[src/rtl/emif_pkg.sv]
// Shared types and constants for the EMIF MCU-to-FPGA configuration receiver.
package emif_pkg;

    localparam int unsigned EMIF_ADDR_W = 13;
    localparam int unsigned EMIF_DATA_W = 16;
    localparam int unsigned CFG_W       = 2 * EMIF_DATA_W;

    // The high half of each configuration word lives two bytes above its low half.
    localparam logic [EMIF_ADDR_W-1:0] HI_OFFSET = EMIF_ADDR_W'(2);

    typedef enum logic [0:0] {
        IDLE    = 1'b0,
        LO_HELD = 1'b1
    } emif_state_e;

    typedef struct packed {
        logic [EMIF_ADDR_W-1:0] addr;
        logic [EMIF_DATA_W-1:0] data;
    } emif_wr_t;

    function automatic logic [CFG_W-1:0] join_halves(input logic [EMIF_DATA_W-1:0] hi,
                                                     input logic [EMIF_DATA_W-1:0] lo);
        return {hi, lo};
    endfunction

endpackage

[src/rtl/emif_cmd_rx_if.sv]
// EMIF write-side bus as seen from the MCU (master) and the FPGA receiver (slave).
interface emif_cmd_rx_if;
    import emif_pkg::*;

    logic                   emif_cs_n;
    logic                   emif_we_n;
    logic [EMIF_ADDR_W-1:0] emif_addr;
    logic [EMIF_DATA_W-1:0] emif_data;

    modport master (
        output emif_cs_n,
        output emif_we_n,
        output emif_addr,
        output emif_data
    );

    modport slave (
        input emif_cs_n,
        input emif_we_n,
        input emif_addr,
        input emif_data
    );

endinterface

[src/rtl/emif_strobe_sync.sv]
// Brings the asynchronous EMIF write strobe into clk and emits a one-cycle write event
// together with the address/data captured through matching register stages.
module emif_strobe_sync
    import emif_pkg::*;
(
    input  logic                   clk,
    input  logic                   rst,
    input  logic                   cs_n,
    input  logic                   we_n,
    input  logic [EMIF_ADDR_W-1:0] addr,
    input  logic [EMIF_DATA_W-1:0] data,
    output emif_wr_t               wr,
    output logic                   wr_ev
);

    logic     cs_meta;
    logic     cs_sync;
    logic     we_meta;
    logic     we_sync;
    logic     we_sync_d;
    emif_wr_t wr_s1;

    // Two-flop synchronisers; strobes reset to their inactive (high) level.
    always_ff @(posedge clk or posedge rst) begin : strobe_sync
        if (rst) begin
            cs_meta   <= 1'b1;
            cs_sync   <= 1'b1;
            we_meta   <= 1'b1;
            we_sync   <= 1'b1;
            we_sync_d <= 1'b1;
        end else begin
            cs_meta   <= cs_n;
            cs_sync   <= cs_meta;
            we_meta   <= we_n;
            we_sync   <= we_meta;
            we_sync_d <= we_sync;
        end
    end

    // Address/data follow the same two-stage path so they line up with the strobes.
    always_ff @(posedge clk or posedge rst) begin : payload_align
        if (rst) begin
            wr_s1 <= '0;
            wr    <= '0;
        end else begin
            wr_s1 <= {addr, data};
            wr    <= wr_s1;
        end
    end

    // Write completes on the we_n rising edge, only while the chip is selected.
    always_ff @(posedge clk or posedge rst) begin : edge_detect
        if (rst) begin
            wr_ev <= 1'b0;
        end else begin
            wr_ev <= we_sync & ~we_sync_d & ~cs_sync;
        end
    end

endmodule

[src/rtl/emif_cmd_rx.sv]
// EMIF configuration receiver: assembles 16-bit halves into two 32-bit config words.
// Optional pending-half timeout enabled by defining EMIF_CMD_TIMEOUT_EN.
module emif_cmd_rx
    import emif_pkg::*;
#(
    parameter logic [EMIF_ADDR_W-1:0] REG0_ADDR   = 13'h000,
    parameter logic [EMIF_ADDR_W-1:0] REG1_ADDR   = 13'h004,
    parameter int unsigned            TIMEOUT_CYC = 1024
) (
    input  logic               clk,
    input  logic               rst,
    emif_cmd_rx_if.slave       emif,
    output logic [CFG_W-1:0]   cfg_word0,
    output logic [CFG_W-1:0]   cfg_word1,
    output logic               cfg_upd,
    output logic               cfg_upd_idx,
    output logic               seq_err
);

    localparam logic [EMIF_ADDR_W-1:0] REG0_HI = EMIF_ADDR_W'(REG0_ADDR + HI_OFFSET);
    localparam logic [EMIF_ADDR_W-1:0] REG1_HI = EMIF_ADDR_W'(REG1_ADDR + HI_OFFSET);

    emif_wr_t               wr;
    logic                   wr_ev;
    emif_state_e            state_q;
    emif_state_e            state_d;
    logic [EMIF_DATA_W-1:0] lo_hold_q;
    logic                   pend_idx_q;

    logic is_lo0_c;
    logic is_lo1_c;
    logic is_hi0_c;
    logic is_hi1_c;
    logic hi_pend_c;
    logic hi_other_c;
    logic timeout_c;
    logic store_lo_c;
    logic commit_c;
    logic err_c;

    emif_strobe_sync u_sync (
        .clk   (clk),
        .rst   (rst),
        .cs_n  (emif.emif_cs_n),
        .we_n  (emif.emif_we_n),
        .addr  (emif.emif_addr),
        .data  (emif.emif_data),
        .wr    (wr),
        .wr_ev (wr_ev)
    );

    assign is_lo0_c   = (wr.addr == REG0_ADDR);
    assign is_lo1_c   = (wr.addr == REG1_ADDR);
    assign is_hi0_c   = (wr.addr == REG0_HI);
    assign is_hi1_c   = (wr.addr == REG1_HI);
    assign hi_pend_c  = pend_idx_q ? is_hi1_c : is_hi0_c;
    assign hi_other_c = pend_idx_q ? is_hi0_c : is_hi1_c;

`ifdef EMIF_CMD_TIMEOUT_EN
    localparam int unsigned TO_W = (TIMEOUT_CYC > 1) ? $clog2(TIMEOUT_CYC) : 1;

    logic [TO_W-1:0] to_cnt_q;

    // Counts idle cycles spent holding a low half; any write event restarts it.
    always_ff @(posedge clk or posedge rst) begin : timeout_cnt
        if (rst) begin
            to_cnt_q <= '0;
        end else if ((state_q != LO_HELD) || wr_ev) begin
            to_cnt_q <= '0;
        end else begin
            to_cnt_q <= to_cnt_q + TO_W'(1);
        end
    end

    assign timeout_c = (state_q == LO_HELD) && !wr_ev
                    && (to_cnt_q == TO_W'(TIMEOUT_CYC - 1));
`else
    logic unused_timeout_c;

    // Without the timeout the low half waits indefinitely for its partner.
    assign unused_timeout_c = ^TIMEOUT_CYC;
    assign timeout_c        = 1'b0;
`endif

    always_ff @(posedge clk or posedge rst) begin : state_reg
        if (rst) begin
            state_q <= IDLE;
        end else begin
            state_q <= state_d;
        end
    end

    always_comb begin : next_state
        state_d = state_q;
        case (state_q)
            IDLE: begin
                if (wr_ev && (is_lo0_c || is_lo1_c)) begin
                    state_d = LO_HELD;
                end
            end
            LO_HELD: begin
                if (wr_ev) begin
                    if (hi_pend_c || hi_other_c) begin
                        state_d = IDLE;
                    end
                end else if (timeout_c) begin
                    state_d = IDLE;
                end
            end
            default: state_d = IDLE;
        endcase
    end

    // A low-address write while holding re-arms with the new half but flags the lost one.
    always_comb begin : output_decode
        store_lo_c = 1'b0;
        commit_c   = 1'b0;
        err_c      = 1'b0;
        case (state_q)
            IDLE: begin
                if (wr_ev) begin
                    if (is_lo0_c || is_lo1_c) begin
                        store_lo_c = 1'b1;
                    end else if (is_hi0_c || is_hi1_c) begin
                        err_c = 1'b1;
                    end
                end
            end
            LO_HELD: begin
                if (wr_ev) begin
                    if (hi_pend_c) begin
                        commit_c = 1'b1;
                    end else if (is_lo0_c || is_lo1_c) begin
                        store_lo_c = 1'b1;
                        err_c      = 1'b1;
                    end else if (hi_other_c) begin
                        err_c = 1'b1;
                    end
                end else if (timeout_c) begin
                    err_c = 1'b1;
                end
            end
            default: begin
                err_c = 1'b0;
            end
        endcase
    end

    // Register bank: a commit replaces only the addressed word, all 32 bits at once.
    always_ff @(posedge clk or posedge rst) begin : reg_bank
        if (rst) begin
            cfg_word0   <= '0;
            cfg_word1   <= '0;
            cfg_upd     <= 1'b0;
            cfg_upd_idx <= 1'b0;
            seq_err     <= 1'b0;
            lo_hold_q   <= '0;
            pend_idx_q  <= 1'b0;
        end else begin
            cfg_upd <= commit_c;
            seq_err <= err_c;
            if (store_lo_c) begin
                lo_hold_q  <= wr.data;
                pend_idx_q <= is_lo1_c;
            end
            if (commit_c) begin
                cfg_upd_idx <= pend_idx_q;
                if (pend_idx_q) begin
                    cfg_word1 <= join_halves(wr.data, lo_hold_q);
                end else begin
                    cfg_word0 <= join_halves(wr.data, lo_hold_q);
                end
            end
        end
    end

endmodule

[src/flat_wrapper.sv]
// flat-port wrapper written by rule: the top's interface ports become plain ports
module emif_cmd_rx_flat import emif_pkg::*;
#(
    parameter logic [EMIF_ADDR_W-1:0] REG0_ADDR   = 13'h000,
    parameter logic [EMIF_ADDR_W-1:0] REG1_ADDR   = 13'h004,
    parameter int unsigned            TIMEOUT_CYC = 1024
)
  (clk, rst, cfg_word0, cfg_word1, cfg_upd, cfg_upd_idx, seq_err, emif_emif_cs_n, emif_emif_we_n, emif_emif_addr, emif_emif_data);
  emif_cmd_rx_if emif_i ();
  input  logic clk;
  input  logic rst;
  output logic [CFG_W-1:0] cfg_word0;
  output logic [CFG_W-1:0] cfg_word1;
  output logic cfg_upd;
  output logic cfg_upd_idx;
  output logic seq_err;
  input wire logic [$bits(emif_i.emif_cs_n)-1:0] emif_emif_cs_n;
  input wire logic [$bits(emif_i.emif_we_n)-1:0] emif_emif_we_n;
  input wire logic [$bits(emif_i.emif_addr)-1:0] emif_emif_addr;
  input wire logic [$bits(emif_i.emif_data)-1:0] emif_emif_data;
  assign emif_i.emif_cs_n = emif_emif_cs_n;
  assign emif_i.emif_we_n = emif_emif_we_n;
  assign emif_i.emif_addr = emif_emif_addr;
  assign emif_i.emif_data = emif_emif_data;
  emif_cmd_rx #(.REG0_ADDR(REG0_ADDR), .REG1_ADDR(REG1_ADDR), .TIMEOUT_CYC(TIMEOUT_CYC)) u_core (.clk(clk), .rst(rst), .emif(emif_i), .cfg_word0(cfg_word0), .cfg_word1(cfg_word1), .cfg_upd(cfg_upd), .cfg_upd_idx(cfg_upd_idx), .seq_err(seq_err));
endmodule
[config.mk]
export PLATFORM = sky130hd
export DESIGN_NAME = emif_cmd_rx_flat
export DESIGN_NICKNAME = d
export VERILOG_FILES = /design/src/rtl/emif_pkg.sv /design/src/rtl/emif_cmd_rx_if.sv /design/src/rtl/emif_strobe_sync.sv /design/src/rtl/emif_cmd_rx.sv /design/src/flat_wrapper.sv
export SDC_FILE = /design/constraint.sdc
export NUM_CORES = 1
export LEC_CHECK = 0
export BUFFER_PORTS_ARGS = -buffer_cell sky130_fd_sc_hd__buf_2
export CORE_ASPECT_RATIO = 1.1
export CORE_MARGIN = 2
export CORE_UTILIZATION = 49
export DETAILED_ROUTE_END_ITERATION = 10
export GPL_ROUTABILITY_DRIVEN = 0
export HOLD_SLACK_MARGIN = 0.03
export PLACE_DENSITY = 0.77
export SLEW_MARGIN = 0
export SYNTH_ARGS = -nofsm -noshare
export SYNTH_HDL_FRONTEND = slang
export SYNTH_SLANG_ARGS = --single-unit
export TNS_END_PERCENT = 30
[constraint.sdc]
create_clock -name clk -period 8.65 [get_ports clk]
set_input_delay 0.865 -clock clk [delete_from_list [all_inputs] [get_ports clk]]
set_output_delay 0.865 -clock clk [all_outputs]
set_load 0.005 [all_outputs]
## Yosys cells after proc, flatten, opt, wreduce, memory -nomap -nowiden

Index checks and enable logic that the tools add are counted.

- Flip-flop bits (word level): 149
- Bits of input ports: 33
- Output and inout port bits: 67
- Logic and storage cells: 56

- Eq/ne operators: 3
- Mux-type cells: 22
- Bitwise gates (word level): 6
- Reduce and logical (&&, ||, !) cells: 7

Operators by type and width:

| kind | number |
|---|---|
| equality test 13 x 3 -> 1 bit, second input constant | 2 |
| 2-to-1 mux 1 bit | 19 |
| equality test 13 x 2 -> 1 bit, second input constant | 1 |
| logical NOT 13 bit | 1 |
| case mux 1 bit (2 select lines) | 3 |
| inverter 1 bit | 4 |
| AND reduction 2 bit | 2 |
| logical OR 1 bit | 3 |
| bitwise AND 1 bit | 2 |
| logical AND 1 bit | 1 |

## Depth between registers and ports, before layout

- Depth in word-level cells: 7
- Mapped depth: 5

## Cells and area by module

Synthesis repeated with hierarchy kept, for this count alone.

- Cells, all modules: 261
- Area total of the unflattened synthesis: 4870.9 um^2

Modules (own cells, without submodules):

| module | instances | cells each | area an instance (um^2) | sequential area each (um^2) |
|---|---|---|---|---|
| emif_cmd_rx | 1 | 195 | 3246.9 | 2127.0 |
| emif_strobe_sync | 1 | 66 | 1624.1 | 1607.8 |

## Least setup slack after synthesis

Ideal clock, no wire load.

- Path type: flip-flop to flip-flop
- From: register, netlist name u_core.u_sync.wr[21]
- To: register u_core.cfg_word1[10]
- Setup time: 0.125 ns
- Data arrival time: 2.037 ns
- Data required time: 8.525 ns
- Path slack: 6.488 ns
- Cell stages (with the launch flop): 6
- Cell sequence: dfrtp_1 or4_4 or4_4 buf_6 buf_12 mux2_4

- Longest elaborated chain between the ends: 6

RTL lines:

| element | RTL line | source |
|---|---|---|
| equality test 13 x 2 -> 1 bit / equality test 13 x 3 -> 1 bit (equally long branches) | emif_cmd_rx.sv:54, emif_cmd_rx.sv:55 |  |
| 2-to-1 mux 1 bit (*) | emif_cmd_rx.sv:56 | `assign hi_pend_c = pend_idx_q ? is_hi1_c : is_hi0_c;` |
| 2-to-1 mux 1 bit (*) | emif_cmd_rx.sv:131 | `if (hi_pend_c) begin` |
| 2-to-1 mux 1 bit (*) | emif_cmd_rx.sv:130 | `if (wr_ev) begin` |
| 2-to-1 mux 1 bit (*) | emif_cmd_rx.sv:119 | `case (state_q)` |
| AND reduction 2 bit (no line) (*) | - |  |
| end signal: assignment | emif_cmd_rx.sv:169 | `cfg_word1 <= join_halves(wr.data, lo_hold_q);` |
| end: declaration | emif_cmd_rx.sv:14 | `output logic [CFG_W-1:0] cfg_word1,` |

Every way passes the cells marked *; elsewhere a longest branch is shown, timed or not.
A chain may end at the register's enable or synchronous reset.

## Final worst setup path

- From: register, netlist name u_core.u_sync.wr[21]
- To: register u_core.cfg_word1[11]

- Longest elaborated chain between the ends: 6

RTL lines:

| element | RTL line |
|---|---|
| equality test 13 x 2 -> 1 bit / equality test 13 x 3 -> 1 bit (equally long branches) | emif_cmd_rx.sv:54, emif_cmd_rx.sv:55 |
| 2-to-1 mux 1 bit (*) | emif_cmd_rx.sv:56 |
| 2-to-1 mux 1 bit (*) | emif_cmd_rx.sv:131 |
| 2-to-1 mux 1 bit (*) | emif_cmd_rx.sv:130 |
| 2-to-1 mux 1 bit (*) | emif_cmd_rx.sv:119 |
| AND reduction 2 bit (no line) (*) | - |

Marks and branches as above.

==> flow_metrics.py <==
metrics = {
    "clock_tree": {
        "clk_pin_slew_ps": 60,
        "cts.sinks": 149,
        "clk_latency_ps": 510,
        "cts-resized-gates": 0,
        "cts_tree": "yes",
        "cts_buffers": 17,
        "htree_levels": 4,
        "cts_setup_buffers": 0,
        "cts-root-buf": "clkbuf_8",
        "hold_buffers": 0,
        "clk_path_buf_depth": 2,
    },
    "synth": {
        "ys_top_cells_by_area": "dfrtp_1, mux2_2, mux2_4, dfstp_2, buf_12",
        "syn_inst": 257,
        "ys_seq_area_frac": 0.744,
        "synth_edf_count": 0,
        "yosys.area.top_type_share": 0.718,
        "synth_nets": 290,
        "synth_most_common_cell": "dfrtp_1",
        "netlist.top_cell.by_area": "dfrtp_1",
        "ys_seq_elements": 149,
        "syn-cell-area_mm2": 0.00502,
        "yosysWarnings": 0,
        "synthArstFlopShare": 1.00,
        "postSynthAreaPerCell_um2": 19.5,
        "synth_top_flop_cell": "dfrtp_1",
        "yosys-top-cells-count": "dfrtp_1, mux2_2, mux2_4",
        "ys_types": 23,
    },
    "floorplanning": {
        "initial_core_util": 0.505,
        "rows": 38,
        "core_area_mm2": 0.00994,
        "die_w_um": 101,
        "io_pins": 100,
        "dieArea_mm2": 0.0111,
        "die_height_um": 110,
    },
    "grt": {
        "grt_usage": 0.166,
        "grt-ovfl-total": 0,
        "grt_pass1_wl_um": 13400,
        "grt_max_degree": 80,
        "grt_pass1_vias": 2547,
        "antenna_found_initial": 0,
    },
    "setup_path": {
        "critPathMaxFanout": 33,
        "crit_arrival_ps": 2760,
        "r2r_slack_ps": 6280,
        "worstSetupEndpointType": "flip-flop",
        "ff2ff_path_depth": 3,
        "r2r-end": "u_core.cfg_word1[11]",
        "required_ps": 9040,
        "crit_type": "flip-flop to flip-flop",
        "r2r-start": "u_core.u_sync.wr[21]",
        "cp-start-kind": "flip-flop",
    },
    "min_path": {
        "hold_end": "u_core.u_sync.wr[21]",
        "worstHoldPathCells": 0,
        "holdCritPathClass": "flip-flop to flip-flop",
        "holdCritStartpoint": "u_core.u_sync.wr_s1[21]",
    },
    "route": {
        "drt_iter0_drc": 68,
        "drc": 0,
        "wl_per_cell_um": 16.4,
        "firstDrtPassIters": 4,
        "vias": 2490,
        "routed_via_density": 4.95,
        "ant_nets": 0,
        "wl_um": 8250,
    },
    "finish": {
        "diodes": 0,
        "seqCellArea_mm2": 0.00373,
        "area_growth_pct": 23.6,
        "fill_cells": 722,
        "fin_nets": 403,
        "drive_gt1_frac": 0.577,
        "final_cell_area_mm2": 0.00620,
        "fin_cells": 503,
        "multiInputGateArea_mm2": 0.00119,
    },
    "power": {
        "total_power_mw": 1.47,
        "power_density_mw_per_mm2": 237,
        "vdd_drop_max_mv": 0.133,
        "p_leak_nw": 3.36,
    },
    "sta": {
        "grt_setup_unrepaired": "no",
        "max_freq_ghz": 0.422,
        "maxSlewViolCount": 0,
        "finClkSkew_ps": 5.94,
        "setup_viol": 0,
        "maxSlewHeadroom": 0.388,
        "finalCritPeriodShare": 0.274,
        "tightest_slew_ps": 918,
        "whs_ps": 344,
        "timing.final.hold_violations": 0,
        "period_needed_ps": 2370,
        "tns_ps": 0,
    },
    "place": {
        "dpl-instance-area_mm2": 0.00560,
        "hpwl_um": 5150,
        "dp_cells": 471,
        "numPortBuffers": 99,
    },
    "flow_run": {
        "maxCapViolations": 0,
    },
    "outcome": {
        "status": "complete, no violations",
    },
}
-- power breakdown --
| part | switching (mW) | leakage, nW | internal [mW] |
|---|---|---|---|
| combinational | 0.0153 | 1.14 | 0.00663 |
| sequential | 0.00706 | 1.93 | 0.713 |
| clock | 0.272 | 0.282 | 0.457 |
-- layout by cell type (no fill, tap or decap) --
cell	n
dfrtp_1	144
buf_2	99
mux2_2	48
mux2_4	29
clkbuf_16	16
dfstp_2	5
mux2_1	4
or4_4	3
clkbuf_8	3
bufinv_16	3
clkinv_4	3
clkbuf_1	3
clkinvlp_4	3
buf_4	3
nor4_4	2
inv_6	2
or4b_4	1
nand4bb_1	1
or3_2	1
xnor2_1	1
and3_1	1
nor2_1	1
nor3_1	1
nor2b_1	1
a21o_1	1
nor3b_1	1
nand4_1	1
inv_1	1
a21oi_1	1
-- critical path, cell delays in order (launching register included) --
cell     delay, ps
dfrtp_1        360
or4_4          590
or4_4          860
mux2_4         410
-- logic make-up after synthesis --
logic type	Yosys count	share of synthesized area
simple gates	14	0.0287
xor+xnor	1	0.00175
mux	81	0.203
compound gates	2	0.00249
flops	149	0.744
buf+inv	10	0.0197
-- state kept, by name (all words and copies together), names as in the netlist, 16 cells and up --
signal and flops:
u_core.u_sync.wr 29, u_core.cfg_word1 32, u_core.u_sync.wr_s1 29, u_core.cfg_word0 32, u_core.lo_hold_q 16
-- how the worst max path moves through the flow --
stage	from	to	depth (start not counted)
6_report	u_core.u_sync.wr[21]	u_core.cfg_word1[11]	3
3_5_place_dp	rst	u_core.u_sync.wr_s1[9]	3
3_3_place_gp	rst	u_core.u_sync.wr_s1[8]	3
2_1_floorplan	rst	u_core.cfg_upd	1
4_1_cts	u_core.u_sync.wr[21]	u_core.lo_hold_q[9]	4
5_1_grt	u_core.u_sync.wr[21]	u_core.lo_hold_q[13]	4
-- cell type report --
type | count | share of cell area
inverters | 2 | 0.00202
clock inverters | 10 | 0.0238
clock buffers | 22 | 0.0730
multi-input cells | 98 | 0.191
repair buffers | 102 | 0.0835
well taps | 120 | 0.0242
flip-flops and latches | 149 | 0.602
-- metal layers --
| metal | wire [um] | share of wire | up-vias | GRT usage |
|---|---|---|---|---|
| li1 | - | - | 1123 | - |
| met1 | 3600 | 0.44 | 1268 | 0.218 |
| met2 | 4050 | 0.49 | 81 | 0.254 |
| met3 | 377 | 0.046 | 18 | 0.0542 |
| met4 | 224 | 0.027 | 0 | 0.0783 |
| met5 | 0 | 0 | - | 0 |
-- per-stage QoR --
| stage | worst slack (ps) | util |
|---|---|---|
| finish | 6280 | 0.624 |
| global route | 6170 | 0.624 |
| CTS | 6220 | 0.624 |
| detailed placement | 6190 | 0.564 |
| global placement | 6260 | 0.564 |
| floorplan | 3790 | - |
(Power assumes the default switching activity.)
